--- src/rtl/pipe_field_pkg.sv ---
// Shared definitions for the scrolling pipe field: FSM states, geometry
// constants, LFSR parameters and the gap/pipe-column helpers.
package pipe_field_pkg;

   typedef enum logic [1:0] {
      IDLE = 2'd0,
      RUN  = 2'd1,
      OVER = 2'd2
   } state_t;

   localparam int unsigned ROWS         = 8;
   localparam int unsigned COLS         = 8;
   localparam int unsigned GRID_W       = ROWS * COLS;
   localparam int unsigned BIRD_COL     = 1;
   localparam int unsigned GAP_H        = 3;
   localparam int unsigned PIPE_SPACING = 4;
   localparam int unsigned SPACE_W      = 2;

   localparam logic [7:0] LFSR_SEED = 8'hA5;
   // Feedback taps: bits 7, 5, 4, 3.
   localparam logic [7:0] LFSR_TAPS = 8'hB8;
   localparam logic [7:0] GAP_MASK  = 8'((1 << GAP_H) - 1);

   // Top row of the 3-row gap; folds 6/7 back so the gap stays on-field.
   function automatic logic [2:0] gap_row(input logic [7:0] lfsr);
      logic [2:0] r;
      r = lfsr[2:0];
      return (r <= 3'd5) ? r : 3'(r - 3'd3);
   endfunction

   // Full pipe column with a gap at rows g..g+2.
   function automatic logic [7:0] pipe_column(input logic [7:0] lfsr);
      return ~8'(GAP_MASK << gap_row(lfsr));
   endfunction

   // Fibonacci shift: feedback enters at bit 0.
   function automatic logic [7:0] lfsr_next(input logic [7:0] lfsr);
      return {lfsr[6:0], ^(lfsr & LFSR_TAPS)};
   endfunction

endpackage

--- src/rtl/pipe_field_score.sv ---
// bcd_score_counter: two-digit BCD counter of pipes passed, saturating at 99.
// Ports: Clock, reset (sync, active-high), inc (count strobe),
//        ones / tens (registered BCD digits).
module bcd_score_counter (
   input  logic       Clock,
   input  logic       reset,
   input  logic       inc,
   output logic [3:0] ones,
   output logic [3:0] tens
);

   always_ff @(posedge Clock) begin
      if (reset) begin
         ones <= 4'd0;
         tens <= 4'd0;
      end else if (inc) begin
         if (ones != 4'd9) begin
            ones <= 4'(ones + 4'd1);
         end else if (tens != 4'd9) begin
            ones <= 4'd0;
            tens <= 4'(tens + 4'd1);
         end
      end
   end

endmodule

--- src/rtl/pipe_field.sv ---
// pipe_field: 8x8 scrolling pipe field with collision detection and score.
// Ports: Clock, reset (sync, active-high), start (global run enable),
//        tick (scroll strobe), birdPos (one-hot bird row), gameOver (bird
//        fell off field) -> crash (sticky), grid (64-bit field image, column
//        c at grid[8c+7:8c]), scoreOnes / scoreTens (BCD pipes passed).
module pipe_field
   import pipe_field_pkg::*;
(
   input  logic              Clock,
   input  logic              reset,
   input  logic              start,
   input  logic              tick,
   input  logic [ROWS-1:0]   birdPos,
   input  logic              gameOver,
   output logic              crash,
   output logic [GRID_W-1:0] grid,
   output logic [3:0]        scoreOnes,
   output logic [3:0]        scoreTens
);

   state_t             state;
   logic [7:0]         lfsr;
   logic [SPACE_W-1:0] space_cnt;

   logic               hit_c;
   logic               scroll_c;
   logic               pass_c;
   logic [ROWS-1:0]    new_col_c;
   logic [ROWS-1:0]    bird_col_c;

   assign bird_col_c = grid[ROWS*BIRD_COL +: ROWS];

   // Collision only matters while running; the field is empty in IDLE.
   assign hit_c = (state == RUN) && (|(birdPos & bird_col_c));

   // A hit or gameOver pre-empts a same-cycle tick.
   assign scroll_c = start && tick &&
                     ((state == IDLE) || ((state == RUN) && !hit_c && !gameOver));

   // Pipe leaving the bird column this scroll has been passed.
   assign pass_c = scroll_c && (|bird_col_c);

   // Insertion uses the pre-shift LFSR value.
   assign new_col_c = (space_cnt == SPACE_W'(PIPE_SPACING - 1)) ? pipe_column(lfsr)
                                                                : '0;

   // FSM, field shift register, spacing counter and LFSR.
   always_ff @(posedge Clock) begin
      if (reset) begin
         state     <= IDLE;
         grid      <= '0;
         crash     <= 1'b0;
         space_cnt <= '0;
         lfsr      <= LFSR_SEED;
      end else if (start) begin
         case (state)
            IDLE: begin
               if (tick) state <= RUN;
            end
            RUN: begin
               if (hit_c) begin
                  state <= OVER;
                  crash <= 1'b1;
               end else if (gameOver) begin
                  state <= OVER;
               end
            end
            default: state <= state;
         endcase

         if (scroll_c) begin
            grid      <= {new_col_c, grid[GRID_W-1:ROWS]};
            space_cnt <= SPACE_W'(space_cnt + SPACE_W'(1));
            lfsr      <= lfsr_next(lfsr);
         end
      end
   end

   bcd_score_counter u_score (
      .Clock (Clock),
      .reset (reset),
      .inc   (pass_c),
      .ones  (scoreOnes),
      .tens  (scoreTens)
   );

endmodule
--- config.mk ---
export PLATFORM = sky130hd
export DESIGN_NAME = pipe_field
export DESIGN_NICKNAME = d
export VERILOG_FILES = /design/src/rtl/pipe_field_pkg.sv /design/src/rtl/pipe_field_score.sv /design/src/rtl/pipe_field.sv
export SDC_FILE = /design/constraint.sdc
export NUM_CORES = 1
export LEC_CHECK = 0
export CORE_ASPECT_RATIO = 0.9
export CORE_MARGIN = 10
export CORE_UTILIZATION = 40
export CTS_CLUSTER_DIAMETER = 50
export DETAILED_ROUTE_END_ITERATION = 16
export HOLD_SLACK_MARGIN = 0.12
export PLACE_DENSITY_LB_ADDON = 0.12
export SLEW_MARGIN = 20
export SYNTH_ARGS = -nofsm -noshare
export SYNTH_HDL_FRONTEND = slang
export SYNTH_SLANG_ARGS = --single-unit
--- constraint.sdc ---
create_clock -name Clock -period 4.91 [get_ports Clock]
set_input_delay 0.982 -clock Clock [delete_from_list [all_inputs] [get_ports Clock]]
set_output_delay 0.982 -clock Clock [all_outputs]
set_load 0.03 [all_outputs]
==> qor.tcl, run 1 <==
set qor(timing.setup.critical_path_class) {in -> reg}
set qor(worstSkewPairLatency_ns) 0.35
set qor(final_worst_path_period_share_pct) 62.8
set qor(fin_nets) 526
set qor(antenna-diode-count) 0
set qor(cell_by_cell_trace_of_the_critical_path) {clkdlybuf4s50_1 -> nand3b_4 -> a21oi_2 -> nand2_2 -> or4_1 -> a21oi_1}
set qor(cts_post_setup_buffers_inserted) 0
set qor(syn-cell-area_um2) 3730
set qor(groute.layer.met2.usage_pct) 21.8
set qor(setup_total_negative_slack_ns) 0
set qor(worst_slew_margin_rel_pct) 34.4
set qor(rsz0062_at_grt) {false}
set qor(synth_adder_area_share_pct) 1.68
set qor(cts.htree.levels) 3
set qor(first_global_vias) 3350
set qor(synth.avg_cell_area_um2) 8.24
set qor(cts.clk_slew.worst_paths_ns) 0.09
set qor(gr-max-usage-layer) {met2}
set qor(cts-buffers-inserted) 9
set qor(cts-root-buf) {sky130_fd_sc_hd__clkbuf_8}
set qor(pin_count_of_the_biggest_net_entering_global_routing) 70
set qor(postSynthNetCount) 471
set qor(detailedRoute.firstIterationViolations) 308
set qor(number_of_synthesized_register_bits) 85
set qor(crit_family) {simple AND/OR/NAND/NOR gates}
set qor(pwr_density_cell_nw_per_um2) 282
set qor(worst_hold_margin_ns) 0.452
set qor(nFillCells) 882
set qor(vias_post_dr) 3541
set qor(post_cts_resize_count) 0
set qor(most_common_library_cell_in_the_layout_ignoring_fill_and_taps) {sky130_fd_sc_hd__dfxtp_1}
set qor(max_clock_freq_mhz) 324
set qor(irDropWorstVdd_uv) 140
set qor(timing.critical_path.required_ns) 5.19
set qor(globalplace.congestion) 0.817
set qor(synth_sequential_area_ratio_pct) 45.6
set qor(clock-skew-final_ns) 0.0135
set qor(cpMaxStageDelayCell) {sky130_fd_sc_hd__clkdlybuf4s50_1}
set qor(finalWorstPathRequiredPeriod_ns) 3.08
set qor(routedWlPerCell_um) 16.6
set qor(final_util_pct) 52.6
set qor(tritoncts_num_sinks) 85
set qor(synth-compound-area-share_pct) 26.4
set qor(end_kind) {register}
set qor(final_hold_viol_count) 0
set qor(die_w_um) 122
set qor(worst_hold_path_type) {reg -> reg}
set qor(syn_inst) 453
set qor(route.final.wire_length_um) 10600
set qor(critPathBufInv) 1
set qor(core-area_um2) 9130
set qor(grt_pass1_wl_um) 17400
set qor(dp_hpwl_um) 6730
set qor(vias_per_cell) 5.59
set qor(first_pass_iters) 4
set qor(fp.dieH_um) 112
set qor(place.port_buffers) 85
set qor(grt_usage_pct) 15.2
set qor(tritoncts_clock_tree) {built}
set qor(ctsHoldBuffers) 0
set qor(maxCapViolCount) 0
set qor(drive_gt1_share_pct) 6.05
set qor(yosys.area_share.simple_pct) 18.1
set qor(ys.flop_type) {sky130_fd_sc_hd__dfxtp_1}
set qor(crit_path_start_kind) {input port}
set qor(critPathArrivalTime_ns) 3.36
set qor(power_leakage_nw) 1.53
set qor(grt_util_met1_pct) 20.7
set qor(design.die.area_um2) 13600
set qor(synthesis.yosys.warnings) 0
set qor(floorplan.initialDensity_pct) 40.9
set qor(slew_violations) 0
set qor(detail-route-antenna-nets) 0
set qor(synth_top_family_by_area) {compound AO/OA/AOI/OAI gates}
set qor(most-common-layout-cells) {sky130_fd_sc_hd__dfxtp_1 (85), sky130_fd_sc_hd__clkdlybuf4s50_1 (84), sky130_fd_sc_hd__o21ai_0 (75), sky130_fd_sc_hd__a21oi_1 (75), sky130_fd_sc_hd__nand3_1 (65)}
set qor(remaining_drc_errors) 0
set qor(flow.area_growth_from_synthesis_pct) 28.7
set qor(floorplan.io_pins) 86
set qor(antenna_violations_before_repair) 0
set qor(grt_use_met3_pct) 5.81
set qor(tightestPinTransition_ns) 0.983
set qor(setup-violations-final) 0
set qor(cts.path.max_buffers) 2
set qor(synth_async_sr_flop_share_pct) 0
set qor(synth_xor_xnor_area_share_pct) 0.704
set qor(crit_path_max_incr_delay_ns) 0.55
set qor(synth-edff-count) 0
set qor(floorplan.rows) 33
set qor(synth.distinct_cells) 51
set qor(critPathMaxFanout) 69
set qor(outcome) {finished, final reports clean}
set qor(yosys-mux-area-fraction_pct) 1.94
set qor(final_global_route_overflow_total) 0
set qor(setup.reg_to_reg.worst_slack_ns) 2.64
## state kept, by name, summed over array words and instances, names as in the netlist
signal / count
grid: 64
lfsr: 8
u_score.tens: 4
u_score.ones: 4
crash: 1
space_cnt: 2
state: 2
## through the flow
stage | power [mW] | setup WS, ns | instance area (um2) | cells
after floorplan | 0.800 | 2.51 | 3730 | 453
after global placement | 0.826 | 1.52 | 4590 | 619
after detailed placement | 0.828 | 1.48 | 4590 | 619
after CTS | 1.36 | 1.85 | 4800 | 634
after global routing | 1.41 | 1.64 | 4800 | 634
final | 1.35 | 1.83 | 4800 | 634
## layout make-up
| class | instances | area (um2) | share of cell area [%] |
|---|---|---|---|
| Multi-Input combinational cell | 317 | 1820 | 38.0 |
| Clock buffer | 11 | 141 | 2.94 |
| Clock inverter | 4 | 72.6 | 1.51 |
| Sequential cell | 85 | 1700 | 35.4 |
| Inverter | 6 | 22.5 | 0.469 |
| Tap cell | 122 | 153 | 3.18 |
| Timing Repair Buffer | 89 | 888 | 18.5 |
## worst min-delay path, stage by stage, from the launching register on
cell	delay [ns]
sky130_fd_sc_hd__dfxtp_1	0.32
sky130_fd_sc_hd__inv_1	0.05
sky130_fd_sc_hd__a21oi_1	0.05
## logic make-up after synthesis
| family | after synthesis |
|---|---|
| flip-flops | 85 |
| AND/OR/NAND/NOR | 126 |
| AO/OA/AOI/OAI | 176 |
| adder cells (fa/ha/maj) | 5 |
| multiplexers | 7 |
| buffers and inverters | 51 |
| XOR/XNOR | 3 |
## worst paths after layout
check,from,endpoint,cells past startpoint
worst max-delay path,tick,u_score.ones[1]$_SDFFE_PP0P_,6
worst min-delay path,crash$_SDFFE_PP0P_,crash$_SDFFE_PP0P_,2
worst max register to register,state[1]$_SDFFE_PP0P_,u_score.ones[1]$_SDFFE_PP0P_,5
worst min register to register,crash$_SDFFE_PP0P_,crash$_SDFFE_PP0P_,2
## synthesized netlist by cell type (all sizes together), types with 2 or more instances
cell type | n | area [um2]
dfxtp | 85 | 1700
o21ai | 76 | 380
nor3 | 3 | 15.0
a22oi | 4 | 40.0
clkbuf | 36 | 135
mux2i | 5 | 50.1
buf | 9 | 52.6
nor2b | 7 | 43.8
o41ai | 2 | 17.5
xnor2 | 2 | 17.5
nand2b | 6 | 37.5
nor4 | 3 | 18.8
and2 | 2 | 12.5
inv | 6 | 22.5
nand3 | 65 | 325
ha | 5 | 62.6
a21oi | 76 | 384
nand2 | 12 | 50.1
nand4 | 5 | 31.3
o31ai | 3 | 36.3
mux2 | 2 | 22.5
or3 | 3 | 18.8
o211ai | 2 | 15.0
nor2 | 13 | 56.3
or4 | 3 | 22.5
o311ai | 3 | 26.3
## power breakdown
| group | switching (mW) | internal (mW) |
|---|---|---|
| Combinational | 0.0723 | 0.0349 |
| Clock | 0.241 | 0.297 |
| Sequential | 0.0111 | 0.695 |
## routing by layer
layer	share of wire (%)	wire, um
met1	48	5030
met4	0.93	98
met2	43	4560
met3	8.2	863
met5	0	0
Power figures use the tool's default switching activity.
==> run 2, diff against run 1 <==
Clock period 4.91 ns to 2.7 ns, I/O delays scaled along.
==> run 2 against run 1 <==
Setup slack got worse by 1.2 ns. Hold slack got worse by 0.0019 ns. Final cell count is 0.95% higher. Largest cell class unchanged. Largest power group unchanged.
==> qor.tcl, run 2 (synthesis gave the netlist of run 1 again) <==
set qor(drive_gt1_share_pct) 7.14
set qor(pin_count_of_the_biggest_net_entering_global_routing) 69
set qor(fp.dieH_um) 112
set qor(maxCapViolCount) 0
set qor(end_kind) {register}
set qor(post_cts_resize_count) 0
set qor(dp_hpwl_um) 6950
set qor(ctsHoldBuffers) 0
set qor(tightestPinTransition_ns) 0.609
set qor(post-layout-total-power_mw) 2.33
set qor(clock-skew-final_ns) 0.0122
set qor(critPathMaxFanout) 7
set qor(cts-root-buf) {sky130_fd_sc_hd__clkbuf_8}
set qor(timing.setup.critical_path_class) {in -> reg}
set qor(setup_total_negative_slack_ns) 0
set qor(cts.htree.levels) 3
set qor(timing.critical_path.required_ns) 2.93
set qor(detailedRoute.firstIterationViolations) 297
set qor(grt_usage_pct) 15.3
set qor(first_global_vias) 3400
set qor(finalWorstPathRequiredPeriod_ns) 2.12
set qor(storage_element_area_um2) 1700
set qor(antenna-diode-count) 0
set qor(design.die.area_um2) 13600
set qor(rsz0062_at_grt) {false}
set qor(slew_violations) 0
set qor(pwr_density_cell_nw_per_um2) 483
set qor(irDropWorstVdd_uv) 282
set qor(final_hold_viol_count) 0
set qor(tritoncts_num_sinks) 85
set qor(vias_per_cell) 5.53
set qor(floorplan.io_pins) 86
set qor(worstSkewPairLatency_ns) 0.35
set qor(routedWlPerCell_um) 16.3
set qor(most_common_library_cell_in_the_layout_ignoring_fill_and_taps) {sky130_fd_sc_hd__dfxtp_1}
set qor(tritoncts_clock_tree) {built}
set qor(max_clock_freq_mhz) 472
set qor(worst_hold_path_type) {reg -> reg}
set qor(die_w_um) 122
set qor(largest_register) {grid}
set qor(cts.clk_slew.worst_paths_ns) 0.08
set qor(crit_path_start_kind) {input port}
set qor(place.port_buffers) 85
set qor(floorplan.initialDensity_pct) 40.9
set qor(core-area_um2) 9130
set qor(setup-violations-final) 0
set qor(remaining_drc_errors) 0
set qor(cts.path.max_buffers) 2
set qor(nFillCells) 863
set qor(vias_post_dr) 3538
set qor(cts_post_setup_buffers_inserted) 0
set qor(cts-buffers-inserted) 9
set qor(final_worst_path_period_share_pct) 78.5
set qor(power_leakage_nw) 1.55
set qor(globalplace.congestion) 0.789
set qor(route.final.wire_length_um) 10400
set qor(final_global_route_overflow_total) 0
set qor(most-common-layout-cells) {sky130_fd_sc_hd__dfxtp_1 (85), sky130_fd_sc_hd__clkdlybuf4s50_1 (84), sky130_fd_sc_hd__o21ai_0 (75), sky130_fd_sc_hd__a21oi_1 (75), sky130_fd_sc_hd__nand3_1 (65)}
set qor(antenna_violations_before_repair) 0
set qor(first_pass_iters) 4
set qor(detail-route-antenna-nets) 0
set qor(floorplan.rows) 33
set qor(multiInputGateArea_um2) 1820
set qor(critPathArrivalTime_ns) 2.35
set qor(worst_slew_margin_rel_pct) 59.4
set qor(flow.area_growth_from_synthesis_pct) 29.5
set qor(fin_nets) 533
set qor(largest_register_ffs) 64
set qor(outcome) {finished, final reports clean}
set qor(grt_pass1_wl_um) 17400
set qor(largest_registers) {grid (64), lfsr (8)}
## run 2: changes by cell type in the layout (fill, tap and decap cells not counted)
cell,previous run,this run
sky130_fd_sc_hd__clkinv_4,0,1
sky130_fd_sc_hd__clkbuf_8,10,9
sky130_fd_sc_hd__bufinv_16,2,1
sky130_fd_sc_hd__buf_12,1,2
sky130_fd_sc_hd__buf_4,3,9
## run 2: worst paths after layout
kind	start	end	slack [ns]	depth (start not counted)
max	birdPos[4]	grid[57]$_SDFFE_PP0P_	0.58	7
min	crash$_SDFFE_PP0P_	crash$_SDFFE_PP0P_	0.45	2
max reg2reg	lfsr[0]$_SDFFE_PP1P_	grid[62]$_SDFFE_PP0P_	0.72	5
min reg2reg	crash$_SDFFE_PP0P_	crash$_SDFFE_PP0P_	0.45	2
## run 2: worst max-delay path, cell delays in order
cell	delay, ns
sky130_fd_sc_hd__clkdlybuf4s50_1	0.41
sky130_fd_sc_hd__a22oi_2	0.19
sky130_fd_sc_hd__nand2_2	0.12
sky130_fd_sc_hd__o31ai_4	0.44
sky130_fd_sc_hd__buf_4	0.19
sky130_fd_sc_hd__nand2_1	0.10
sky130_fd_sc_hd__o41ai_1	0.34
## run 2: layout make-up
| cell class | instances | share of cell area [%] |
|---|---|---|
| Tap cell | 122 | 3.16 |
| Clock buffer | 10 | 2.64 |
| Inverter | 6 | 0.466 |
| Multi-Input combinational cell | 317 | 37.7 |
| Timing Repair Buffer | 96 | 19.7 |
| Sequential cell | 85 | 35.2 |
| Clock inverter | 4 | 1.06 |
## run 2: metrics by stage
stage	hold slack, ns	instance area (um2)	worst slack, ns	cells	utilization [%]
2_1_floorplan	0.452	3730	0.741	453	-
3_3_place_gp	0.434	4650	0.259	626	51.0
3_5_place_dp	0.440	4650	0.208	626	51.0
4_1_cts	0.454	4830	0.568	640	53.0
5_1_grt	0.494	4830	0.415	640	53.0
6_report	0.450	4830	0.579	640	53.0
## run 2: power breakdown
group          switching, mW  leakage (nW)  total, mW  internal, mW
sequential            0.0209         0.686       1.29          1.26
clock                  0.430        0.0882      0.848         0.418
combinational          0.130         0.772      0.201        0.0714
## run 2: per-layer routing
layer  GRT usage [%]  vias to the layer above  wire length, um  share of wire, %
li1                -                     1777                -                 -
met1            20.5                     1663             4870                47
met2            22.8                       94             4660                45
met3            6.11                        4              828               8.0
met4            2.62                        0               45              0.43
met5               0                        -                0                 0
